**config.mk**
```make
export PLATFORM = sky130hd
export DESIGN_NAME = buf_reader
export DESIGN_NICKNAME = d
export VERILOG_FILES = /design/src/rtl/buf_reader.sv
export SDC_FILE = /design/constraint.sdc
export NUM_CORES = 1
export LEC_CHECK = 0
export ABC_AREA = 1
export CAP_MARGIN = 30
export CORE_MARGIN = 2
export CORE_UTILIZATION = 48
export CTS_BUF_LIST = sky130_fd_sc_hd__clkbuf_2 sky130_fd_sc_hd__clkbuf_4 sky130_fd_sc_hd__clkbuf_8
export DETAILED_ROUTE_END_ITERATION = 10
export PLACE_DENSITY_LB_ADDON = 0.15
export SYNTH_ARGS = -nofsm -noshare
export SYNTH_HDL_FRONTEND = slang
export SYNTH_SLANG_ARGS = --single-unit
```
**constraint.sdc**
```tcl
create_clock -name clk -period 16.4 [get_ports clk]
set_input_delay 2.46 -clock clk [delete_from_list [all_inputs] [get_ports clk]]
set_output_delay 2.46 -clock clk [all_outputs]
set_load 0.01 [all_outputs]
```
**src/rtl/buf_reader.sv**
```systemverilog
// Streams num_rows consecutive register-file rows (wrapping at MEM_DEPTH) into a
// 2-entry output FIFO with valid/ready handshake. Optional BUF_READER_ROW_IDX_EN adds row_idx_o.
module buf_reader #(
  parameter int unsigned DATA_WIDTH = 16,
  parameter int unsigned MEM_LEN    = 16,
  parameter int unsigned MEM_DEPTH  = 16
) (
  input  logic                           clk,
  input  logic                           rst,
  input  logic                           start_i,
  input  logic [3:0]                     base_addr_i,
  input  logic [4:0]                     num_rows_i,
  output logic                           busy_o,
  output logic                           done_o,
  output logic                           rd_en_o,
  output logic [3:0]                     rd_addr_o,
  input  logic [DATA_WIDTH*MEM_LEN-1:0]  rd_data_i,
  output logic                           row_valid_o,
  input  logic                           row_ready_i,
  output logic [DATA_WIDTH*MEM_LEN-1:0]  row_data_o,
  output logic                           row_last_o
`ifdef BUF_READER_ROW_IDX_EN
  ,
  output logic [3:0]                     row_idx_o
`endif
);

  localparam int unsigned W      = DATA_WIDTH * MEM_LEN;
  localparam int unsigned ADDR_W = 4;
  localparam int unsigned CNT_W  = 5;

  typedef enum logic [1:0] {S_IDLE, S_READ, S_DRAIN, S_DONE} state_t;

  state_t              r_state;
  state_t              w_next;
  logic [CNT_W-1:0]    r_num;
  logic [CNT_W-1:0]    r_issued;
  logic [ADDR_W-1:0]   r_next_addr;
  logic [ADDR_W-1:0]   r_last_addr;
  logic                r_cap;
  logic                r_cap_last;
  logic [W-1:0]        r_data [2];
  logic                r_last [2];
  logic                r_wr_ptr;
  logic                r_rd_ptr;
  logic [1:0]          r_count;
  logic                w_rd_en;
  logic                w_pop;
  logic                w_room;
  logic                w_is_last;
  logic [2:0]          w_load;
  logic [ADDR_W-1:0]   w_addr_inc;
`ifdef BUF_READER_ROW_IDX_EN
  logic [3:0]          r_cap_idx;
  logic [3:0]          r_idx [2];
`endif

  // Issue only if the row still fits once it lands, counting this cycle's pop.
  assign w_pop      = (r_count != 2'd0) && row_ready_i;
  assign w_load     = 3'(r_count) + 3'(r_cap) - 3'(w_pop);
  assign w_room     = (w_load < 3'd2);
  assign w_is_last  = (r_issued == r_num - CNT_W'(1));
  assign w_addr_inc = (r_next_addr == ADDR_W'(MEM_DEPTH - 1)) ? '0 : r_next_addr + ADDR_W'(1);

  always_ff @(posedge clk or posedge rst) begin
    if (rst) r_state <= S_IDLE;
    else     r_state <= w_next;
  end

  always_comb begin
    w_next  = r_state;
    w_rd_en = 1'b0;
    case (r_state)
      S_IDLE: begin
        if (start_i) w_next = (num_rows_i != '0) ? S_READ : S_DONE;
      end
      S_READ: begin
        if (w_room) begin
          w_rd_en = 1'b1;
          if (w_is_last) w_next = S_DRAIN;
        end
      end
      S_DRAIN: begin
        if ((r_count == 2'd0) && !r_cap) w_next = S_DONE;
      end
      S_DONE:  w_next = S_IDLE;
      default: w_next = S_IDLE;
    endcase
  end

  // Read sequencing and in-flight tracking
  always_ff @(posedge clk or posedge rst) begin
    if (rst) begin
      r_num       <= '0;
      r_issued    <= '0;
      r_next_addr <= '0;
      r_last_addr <= '0;
      r_cap       <= 1'b0;
      r_cap_last  <= 1'b0;
    end else begin
      if ((r_state == S_IDLE) && start_i && (num_rows_i != '0)) begin
        r_num       <= num_rows_i;
        r_issued    <= '0;
        r_next_addr <= base_addr_i;
      end else if (w_rd_en) begin
        r_issued    <= r_issued + CNT_W'(1);
        r_next_addr <= w_addr_inc;
        r_last_addr <= r_next_addr;
      end
      r_cap      <= w_rd_en;
      r_cap_last <= w_rd_en && w_is_last;
    end
  end

`ifdef BUF_READER_ROW_IDX_EN
  always_ff @(posedge clk or posedge rst) begin
    if (rst) r_cap_idx <= '0;
    else     r_cap_idx <= r_issued[3:0];
  end
`endif

  // Two-entry output FIFO
  always_ff @(posedge clk or posedge rst) begin
    if (rst) begin
      for (int i = 0; i < 2; i++) begin
        r_data[i] <= '0;
        r_last[i] <= 1'b0;
`ifdef BUF_READER_ROW_IDX_EN
        r_idx[i]  <= '0;
`endif
      end
      r_wr_ptr <= 1'b0;
      r_rd_ptr <= 1'b0;
      r_count  <= '0;
    end else begin
      if (r_cap) begin
        r_data[r_wr_ptr] <= rd_data_i;
        r_last[r_wr_ptr] <= r_cap_last;
`ifdef BUF_READER_ROW_IDX_EN
        r_idx[r_wr_ptr]  <= r_cap_idx;
`endif
        r_wr_ptr <= ~r_wr_ptr;
      end
      if (w_pop) r_rd_ptr <= ~r_rd_ptr;
      r_count <= 2'(r_count + 2'(r_cap) - 2'(w_pop));
    end
  end

  assign busy_o      = (r_state == S_READ) || (r_state == S_DRAIN);
  assign done_o      = (r_state == S_DONE);
  assign rd_en_o     = w_rd_en;
  assign rd_addr_o   = w_rd_en ? r_next_addr : r_last_addr;
  assign row_valid_o = (r_count != 2'd0);
  assign row_data_o  = r_data[r_rd_ptr];
  assign row_last_o  = row_valid_o && r_last[r_rd_ptr];
`ifdef BUF_READER_ROW_IDX_EN
  assign row_idx_o   = row_valid_o ? r_idx[r_rd_ptr] : 4'd0;
`endif

endmodule

```
==> metrics.cfg, run 1 <==
[detailed_routing]
routed.top_layer=met5
drtIter0Drc=1549
routed_via_density=4.94
route.met2.wl_microns=32200
firstDrtPassIters=6
ant_nets=0
drt-total-wl_microns=67500
wl_met1_microns=27700
met3_length_microns=5180
wl_per_cell_microns=16.2
vias=20600
drc=0

[sta]
finalSetupViolCount=0
slew_violations=0
fin_crit_ns=7.79
relSlewSlack_pct=20.3
fmax_mhz=128
worst_pin_slew_ns=1.20
final_hold_viol_count=0
setup_slack_ns=8.61
fin_crit_sh_pct=47.5
rsz0062_at_grt=false
fin_setup_tns_ns=0
skew_ns=0.0210

[clock_tree]
cts_resized=0
htreeDepth=3
cts_sinks=540
clockBufferDepth=3
path_clk_slew_ns=0.05
hold_buffers=0
cts_setup_buffers=0
insertion_delay_ns=0.68
cts_tree=done
cts-buffers-inserted=95
root_buffer=clkbuf_8

[die]
die_w_microns=230
rows=82
coreArea_sq_mm=0.0504
die_h_microns=230
boundaryPins=534
dieArea_sq_mm=0.0530
start_util_pct=48.8

[placement]
port_buffers=533
place_ws_ns=8.57
dp.cells=3998
place_congestion=0.814
dp_hpwl_microns=44500

[synth]
synth_async_sr_flop_share_pct=100
synth-seq-cells=540
netlist_instances=2944
synth_top_flop_cell=dfrtp_1
yosysSeqAreaShare_pct=55.0
yosys_warnings=0
synth.distinct_cells=30
synth_edf_count=0
netlist_area_sq_mm=0.0246
syn-mean-instance-area_sq_um=8.34
synth_nets=3224

[worst_setup_path]
r2r_cells=7
path_max_fanout=10
crit_end=rd_addr_o[3]
crit_type=primary input to output port
timing.rr.start=r_cap$_DFF_PP0_
cp.arrival_ns=5.33
crit_path_frequent_cell=inv_1
crit_start=row_ready_i
regToRegSetupSlack_ns=13.19
critPathMaxStageDelay_ns=0.56
cp_cell_sequence=clkdlybuf4s50_1 > nand2_1 > inv_1 > ha_1 > inv_1 > ha_1 > inv_1 > fa_1 > nand3_2 > nor2_4 > inv_2 > o21ai_0 > clkdlybuf4s50_1
r2r-end=r_data[323]$_DFFE_PP0P_
endpoint_kind=output port
start_kind=primary input
slowest_stage=clkdlybuf4s50_1
cp.required_ns=13.94

[flow_run]
max_cap_violations=0

[finish]
fin_nets=3705
drive_above_1_share_pct=11.2
syn2layout_area_growth_pct=30.4
stdcell_count=4172

[global_routing]
grt.overflow.total=0
track_usage_pct=25.5
grt_pass1_vias=20300
antenna_found_initial=19
grt_max_degree=226
grt_pass1_wl_microns=108000

[hold_path]
holdCritPathClass=flop to flop

[status]
outcome=finished, final reports clean

[power]
power_density_mw_per_mm2=222
max-vdd-ir-drop_uv=117
p_leak_uw=0.0164

[kinds of logic (layout without fill, tap and decap cells)]
group | Yosys count | count (layout) | share of synthesized area [%]
other | 0 | 15 | 0
buffers and inverters | 467 | 1008 | 8.86
flip-flops | 540 | 540 | 55.0
XOR/XNOR | 2 | 2 | 0.0713
adder cells (fa/ha/maj) | 11 | 11 | 0.591
AO/OA/AOI/OAI | 541 | 541 | 14.1
AND/OR/NAND/NOR | 1383 | 1383 | 21.3
[stage by stage]
stage               total power, uW  cell area, sq um  hold slack [ns]  utilization [%]
floorplan                      4290             24600            0.453                -
global placement               5730             29900            0.464             59.3
detailed placement             5870             30000            0.467             59.6
CTS                            7160             32000            0.482             63.4
global route                   7640             32000            0.497             63.6
finish                         7100             32000            0.479             63.6
[worst min-delay path by stage]
stage                                       start                 endpoint  slack [ns]  cells past startpoint
after floorplan           r_data[185]$_DFFE_PP0P_  r_data[185]$_DFFE_PP0P_        0.45                      2
after global placement    r_data[463]$_DFFE_PP0P_  r_data[463]$_DFFE_PP0P_        0.46                      2
after detailed placement  r_data[458]$_DFFE_PP0P_  r_data[458]$_DFFE_PP0P_        0.47                      2
after CTS                 r_data[364]$_DFFE_PP0P_  r_data[364]$_DFFE_PP0P_        0.48                      2
after global routing      r_data[368]$_DFFE_PP0P_  r_data[368]$_DFFE_PP0P_        0.50                      2
final                     r_data[364]$_DFFE_PP0P_  r_data[364]$_DFFE_PP0P_        0.48                      2
[area by class of cell]
type | instances | area [sq um]
Antenna cell | 15 | 37.5
Clock buffer | 152 | 1900
Clock inverter | 5 | 33.8
Fill cell | 4300 | 18300
Inverter | 295 | 1120
Multi-Input combinational cell | 1937 | 8890
Sequential cell | 540 | 13500
Tap cell | 672 | 841
Timing Repair Buffer | 556 | 5710
[power breakdown]
part	total, uW	internal (uW)	switching, uW	leakage (uW)
Sequential	2390	2000	389	0.00660
Clock	1260	723	532	0.00103
Combinational	3450	1590	1860	0.00876
[state kept, by name, summed over array words and instances, names as in the netlist]
signal,count
r_count,2
r_issued,5
r_rd_ptr,1
r_data,512
r_next_addr,4
r_state,2
r_wr_ptr,1
r_last_addr,4
r_cap_last,1
r_num,5
r_cap,1
r_last,2
[synth_stat cells (2+ instances only)]
library cell,n,area [sq um]
nand2_1,1348,5060
dfrtp_1,540,13500
inv_1,293,1100
o21ai_0,284,1420
o21ai_2,200,1750
clkbuf_1,77,289
buf_6,51,574
o21ai_1,47,235
buf_2,33,165
nand3_1,12,60.1
buf_1,11,41.3
ha_1,10,125
nor2_1,10,37.5
a21oi_1,5,25.0
nor3_1,4,20.0
nand4_1,3,18.8
nand2_2,2,12.5
o221ai_1,2,17.5
[cells in the final DEF (no fill, tap or decap), types with 12 or more instances in the layout]
| cell type | n |
|---|---|
| buf_4 | 12 |
| clkbuf_4 | 31 |
| clkbuf_8 | 121 |
| clkdlybuf4s50_1 | 533 |
| dfrtp_1 | 539 |
| diode_2 | 15 |
| inv_1 | 292 |
| nand2_1 | 1348 |
| nand3_1 | 12 |
| o21ai_0 | 284 |
| o21ai_1 | 47 |
| o21ai_2 | 200 |
[worst max-delay path: cells and delay by family]
kind	cells	cell delay, ns
fa+ha+maj	3	0.89
buf+inv	6	1.37
compound gates	1	0.19
simple gates	3	0.43
[metal layers]
layer / track usage (%) / up-vias
li1: - / 10100
met1: 32.2 / 9761
met2: 40.8 / 623
met3: 7.40 / 143
met4: 11.1 / 10
met5: 0 / -
Note: power is estimated with default switching activity, not from simulation.
==> run 2, diff against run 1 <==
==> constraint.sdc (replaced) <==
create_clock -name clk -period 6.4 [get_ports clk]
set_input_delay 0.96 -clock clk [delete_from_list [all_inputs] [get_ports clk]]
set_output_delay 0.96 -clock clk [all_outputs]
set_load 0.01 [all_outputs]
==> run 2 against run 1 <==
Clock skew is 0.012 ns higher. Register-to-register slack got worse by 9.7 ns. Worst hold slack gained 0.0015 ns. Die area stayed put. Global-route usage is 0.22 points lower. Via count shrank 0.51%. Sequential power grew to 2.5 times the previous value. Flip-flop and latch count is the same. Final cell count hardly changed. Largest cell class unchanged. Highest routed layer unchanged.
==> metrics.cfg, run 2 (same netlist as run 1, synthesis figures left out) <==
[status]
outcome=finished, final reports clean

[flow_run]
max_cap_violations=0

[finish]
nFillCells=4315
mostFrequentLayoutCell=nand2_1
regArea_sq_mm=0.0135
syn2layout_area_growth_pct=30.0
drive_above_1_share_pct=11.2
multi_input_comb_area_sq_mm=0.00889
largest_reg_flops=512
fin_nets=3696
top_register=r_data
final_cell_mix=nand2_1, dfrtp_1, clkdlybuf4s50_1
reg_top3=r_data x512, r_issued x5, r_num x5

[die]
die_h_microns=230
coreArea_sq_mm=0.0504
start_util_pct=48.8
boundaryPins=534
die_w_microns=230
rows=82
dieArea_sq_mm=0.0530

[worst_setup_path]
cp.arrival_ns=3.80
path_max_fanout=10
start_kind=primary input
crit_type=primary input to output port
endpoint_kind=output port
slowest_stage=clkdlybuf4s50_1
critPathMaxStageDelay_ns=0.57
crit_path_frequent_cell=inv_1
cp_cell_sequence=clkdlybuf4s50_1 > nand2_1 > inv_1 > ha_1 > inv_1 > ha_1 > inv_1 > fa_1 > nand3_2 > nor2_4 > inv_2 > o21ai_0 > clkdlybuf4s50_1
cp.required_ns=5.44

[power]
p_leak_uw=0.0163
max-vdd-ir-drop_uv=484
power_density_mw_per_mm2=567

[clock_tree]
cts-buffers-inserted=91
root_buffer=clkbuf_8
cts_resized=0
htreeDepth=3
clockBufferDepth=3
path_clk_slew_ns=0.06
cts_setup_buffers=0
insertion_delay_ns=0.67
hold_buffers=0
cts_tree=done
cts_sinks=540

[sta]
finalSetupViolCount=0
fmax_mhz=210
final_hold_viol_count=0
rsz0062_at_grt=false
slew_violations=0
relSlewSlack_pct=11.5
worst_pin_slew_ns=1.33
fin_crit_ns=4.76
fin_crit_sh_pct=74.4
skew_ns=0.0327
setup_slack_ns=1.64
fin_setup_tns_ns=0

[detailed_routing]
firstDrtPassIters=5
vias=20500
drtIter0Drc=1409
routed_via_density=4.91
drt-total-wl_microns=66900
drc=0
wl_per_cell_microns=16.0
ant_nets=0

[placement]
port_buffers=533
place_ws_ns=1.62
place_congestion=0.824
dp_hpwl_microns=43900

[global_routing]
grt_pass1_vias=20200
grt_max_degree=218
antenna_found_initial=19
grt_pass1_wl_microns=107000
grt.overflow.total=0
track_usage_pct=25.2

[hold_path]
holdCritPathClass=flop to flop

-- run 2: changes by cell type in the layout (fill, tap and decap cells not counted), moves of 2 or more --
cell / previous run / this run
buf_4: 12 / 8
diode_2: 15 / 13
clkinvlp_4: 3 / 5
buf_16: 8 / 1
buf_12: 3 / 9
clkinv_2: 2 / 8
clkbuf_8: 121 / 119
-- run 2: final timing paths --
check	startpoint	endpoint	slack, ns	cells past startpoint
max	row_ready_i	rd_addr_o[1]	1.64	13
min	r_data[276]$_DFFE_PP0P_	r_data[276]$_DFFE_PP0P_	0.48	2
max reg2reg	r_count[1]$_DFF_PP0_	r_next_addr[0]$_DFFE_PP0P_	3.51	14
min reg2reg	r_data[276]$_DFFE_PP0P_	r_data[276]$_DFFE_PP0P_	0.48	2
max in group asynchronous	rst	r_data[490]$_DFFE_PP0P_	4.40	3
min in group asynchronous	rst	r_data[455]$_DFFE_PP0P_	0.81	2
-- run 2: power breakdown --
part / internal [uW] / switching [uW]
registers: 5140 / 933
logic: 4040 / 4780
clock network: 1830 / 1380
total: 11000 / 7090
-- run 2: worst max-delay path, delay by kind of cell --
| family | cells | cell delay, ns |
|---|---|---|
| buf+inv | 6 | 1.26 |
| fa+ha+maj | 3 | 0.91 |
| simple gates | 3 | 0.45 |
| compound gates | 1 | 0.21 |
-- run 2: final cells by class --
type                    instances  area share (%)
diodes                         13           0.102
flip-flops and latches        540            42.3
repair buffers                551            17.5
well taps                     672            2.63
multi-input cells            1937            27.8
clock buffers                 149            5.83
clock inverters                13           0.255
inverters                     295            3.50
-- run 2: per-stage QoR --
stage | cell area (sq um) | hold WS (ns) | utilization, % | instances | power (uW)
floorplan | 24600 | 0.453 | - | 2944 | 11000
global placement | 29900 | 0.464 | 59.4 | 3994 | 14700
detailed placement | 30000 | 0.467 | 59.5 | 3995 | 15000
CTS | 31900 | 0.482 | 63.4 | 4157 | 18300
global route | 31900 | 0.497 | 63.4 | 4168 | 19500
finish | 31900 | 0.480 | 63.4 | 4170 | 18100
-- run 2: metal layers --
layer / wire length (microns) / vias to the layer above / GRT usage [%]
met5: 80 / - / 0
met4: 2140 / 12 / 11.1
met3: 5060 / 117 / 7.54
met2: 32300 / 546 / 40.5
met1: 27300 / 9772 / 31.7
li1: - / 10000 / -
==> run 3, diff against run 2 <==
==> constraint.sdc (replaced) <==
create_clock -name clk -period 4.2 [get_ports clk]
set_input_delay 0.63 -clock clk [delete_from_list [all_inputs] [get_ports clk]]
set_output_delay 0.63 -clock clk [all_outputs]
set_load 0.01 [all_outputs]
==> run 3 against run 2 <==
Critical path depth increased by 1. Global-route usage increased by 0.13 points. Highest routed layer unchanged. First-iteration DRC count increased by 14%. Largest cell class unchanged.
==> metrics.cfg, run 3 (same netlist as run 1, synthesis figures left out) <==
[placement]
dp_hpwl_microns=44800
dp.cells=4006
place_congestion=0.820
port_buffers=533

[global_routing]
grt_pass1_wl_microns=107000
grt.overflow.total=0
antenna_found_initial=18
grt_pass1_vias=20200
track_usage_pct=25.4
grt_max_degree=178

[detailed_routing]
ant_nets=0
drt-total-wl_microns=67200
wl_per_cell_microns=16.1
firstDrtPassIters=5
vias=20700
drtIter0Drc=1602
routed_via_density=4.94
drc=0

[worst_setup_path]
start_kind=flop
cp.required_ns=3.57
cp.arrival_ns=3.33
crit_type=flop to output port
endpoint_kind=output port
path_max_fanout=10

[power]
power_density_mw_per_mm2=863
p_leak_uw=0.0165
seq_power_share_pct=33.3
p_clk_share_pct=17.9
p_switching_uw=10900
switching_share_pct=39.2
max-vdd-ir-drop_uv=521
combPwrFrac_pct=48.9
p_int_uw=16900

[clock_tree]
cts_tree=done
insertion_delay_ns=0.69
path_clk_slew_ns=0.06
cts_sinks=540
htreeDepth=3
cts-buffers-inserted=90
hold_buffers=0
clockBufferDepth=3
root_buffer=clkbuf_8

[die]
die_h_microns=230
dieArea_sq_mm=0.0530
rows=82
coreArea_sq_mm=0.0504
die_w_microns=230
start_util_pct=48.8
boundaryPins=534

[finish]
final_cell_mix=nand2_1, dfrtp_1, clkdlybuf4s50_1
stdcell_count=4184
reg_top3=r_data x512, r_issued x5, r_num x5
largest_reg_flops=512
syn2layout_area_growth_pct=31.0
drive_above_1_share_pct=11.5
fin_nets=3707
mostFrequentLayoutCell=nand2_1
top_register=r_data

[status]
outcome=finished, final reports clean

[sta]
fin_crit_ns=3.96
fmax_mhz=253
fin_crit_sh_pct=94.2
finalSetupViolCount=0
rsz0062_at_grt=false
final_hold_viol_count=0
skew_ns=0.0257
relSlewSlack_pct=34.5
slew_violations=0
worst_pin_slew_ns=0.982
holdWs_ns=0.479

[flow_run]
max_cap_violations=0

[hold_path]
holdCritPathClass=flop to flop

## run 3: path summary, 6_finish.rpt
kind	start	to	slack, ns	depth (start not counted)
worst max-delay path	r_count[1]$_DFF_PP0_	rd_addr_o[3]	0.24	14
worst min-delay path	r_data[356]$_DFFE_PP0P_	r_data[356]$_DFFE_PP0P_	0.48	2
worst max register to register	r_count[1]$_DFF_PP0_	r_next_addr[0]$_DFFE_PP0P_	1.29	15
worst min register to register	r_data[356]$_DFFE_PP0P_	r_data[356]$_DFFE_PP0P_	0.48	2
max in group asynchronous	rst	r_data[148]$_DFFE_PP0P_	2.69	3
min in group asynchronous	rst	r_data[436]$_DFFE_PP0P_	0.50	2
## run 3: power by group through the flow
stage / clock network [uW] / registers [uW] / logic [uW]
final: 4970 / 9230 / 13600
after floorplan: 0 / 8920 / 7820
after global placement: 0 / 9140 / 13400
after CTS: 5110 / 9210 / 13700
after global routing: 5350 / 9520 / 15000
after detailed placement: 0 / 9270 / 13700
## run 3: area by class of cell
| class | instances | area, sq um |
|---|---|---|
| multi-input cells | 1937 | 8890 |
| flip-flops and latches | 540 | 13500 |
| well taps | 672 | 841 |
| repair buffers | 563 | 5790 |
| fillers | 4258 | 18200 |
| clock buffers | 143 | 1820 |
| diodes | 16 | 40.0 |
| inverters | 295 | 1120 |
| clock inverters | 18 | 159 |
## run 3: critical path: stages (launching register included)
cell	delay [ns]
dfrtp_1	0.42
nor2_1	0.16
inv_1	0.10
nand2_1	0.10
inv_1	0.05
ha_1	0.26
inv_1	0.06
ha_1	0.13
inv_1	0.05
fa_1	0.52
nand3_2	0.12
nor2_4	0.11
inv_2	0.09
o21ai_0	0.19
dlygate4sd2_1	0.30
## run 3: what timing repair did
item / CTS / global route
pin swaps: 0 / 0
setup endpoints to repair: 4 / 1
setup buffers: 0 / 0
gates resized for setup: 4 / 1
## run 3: layer usage
layer | vias up | GRT usage (%) | share of wire [%]
li1 | 10100 | - | -
met1 | 9846 | 32.3 | 40
met2 | 605 | 39.7 | 47
met3 | 140 | 6.99 | 8.1
met4 | 6 | 13.2 | 4.2
met5 | - | 0 | 0.060
## run 3: per-stage QoR
| stage | util [%] | TNS (ns) | total power, uW | cell area, sq um | setup slack (ns) |
|---|---|---|---|---|---|
| after CTS | 63.7 | 0 | 28000 | 32100 | 0.00864 |
| after global placement | 59.8 | 0 | 22500 | 30100 | 0.227 |
| after floorplan | - | -2037.95 | 16700 | 24600 | -3.77 |
| final | 63.9 | 0 | 27800 | 32200 | 0.243 |
| after detailed placement | 59.8 | 0 | 22900 | 30100 | 0.180 |
| after global routing | 63.9 | 0 | 29900 | 32200 | 0.00860 |
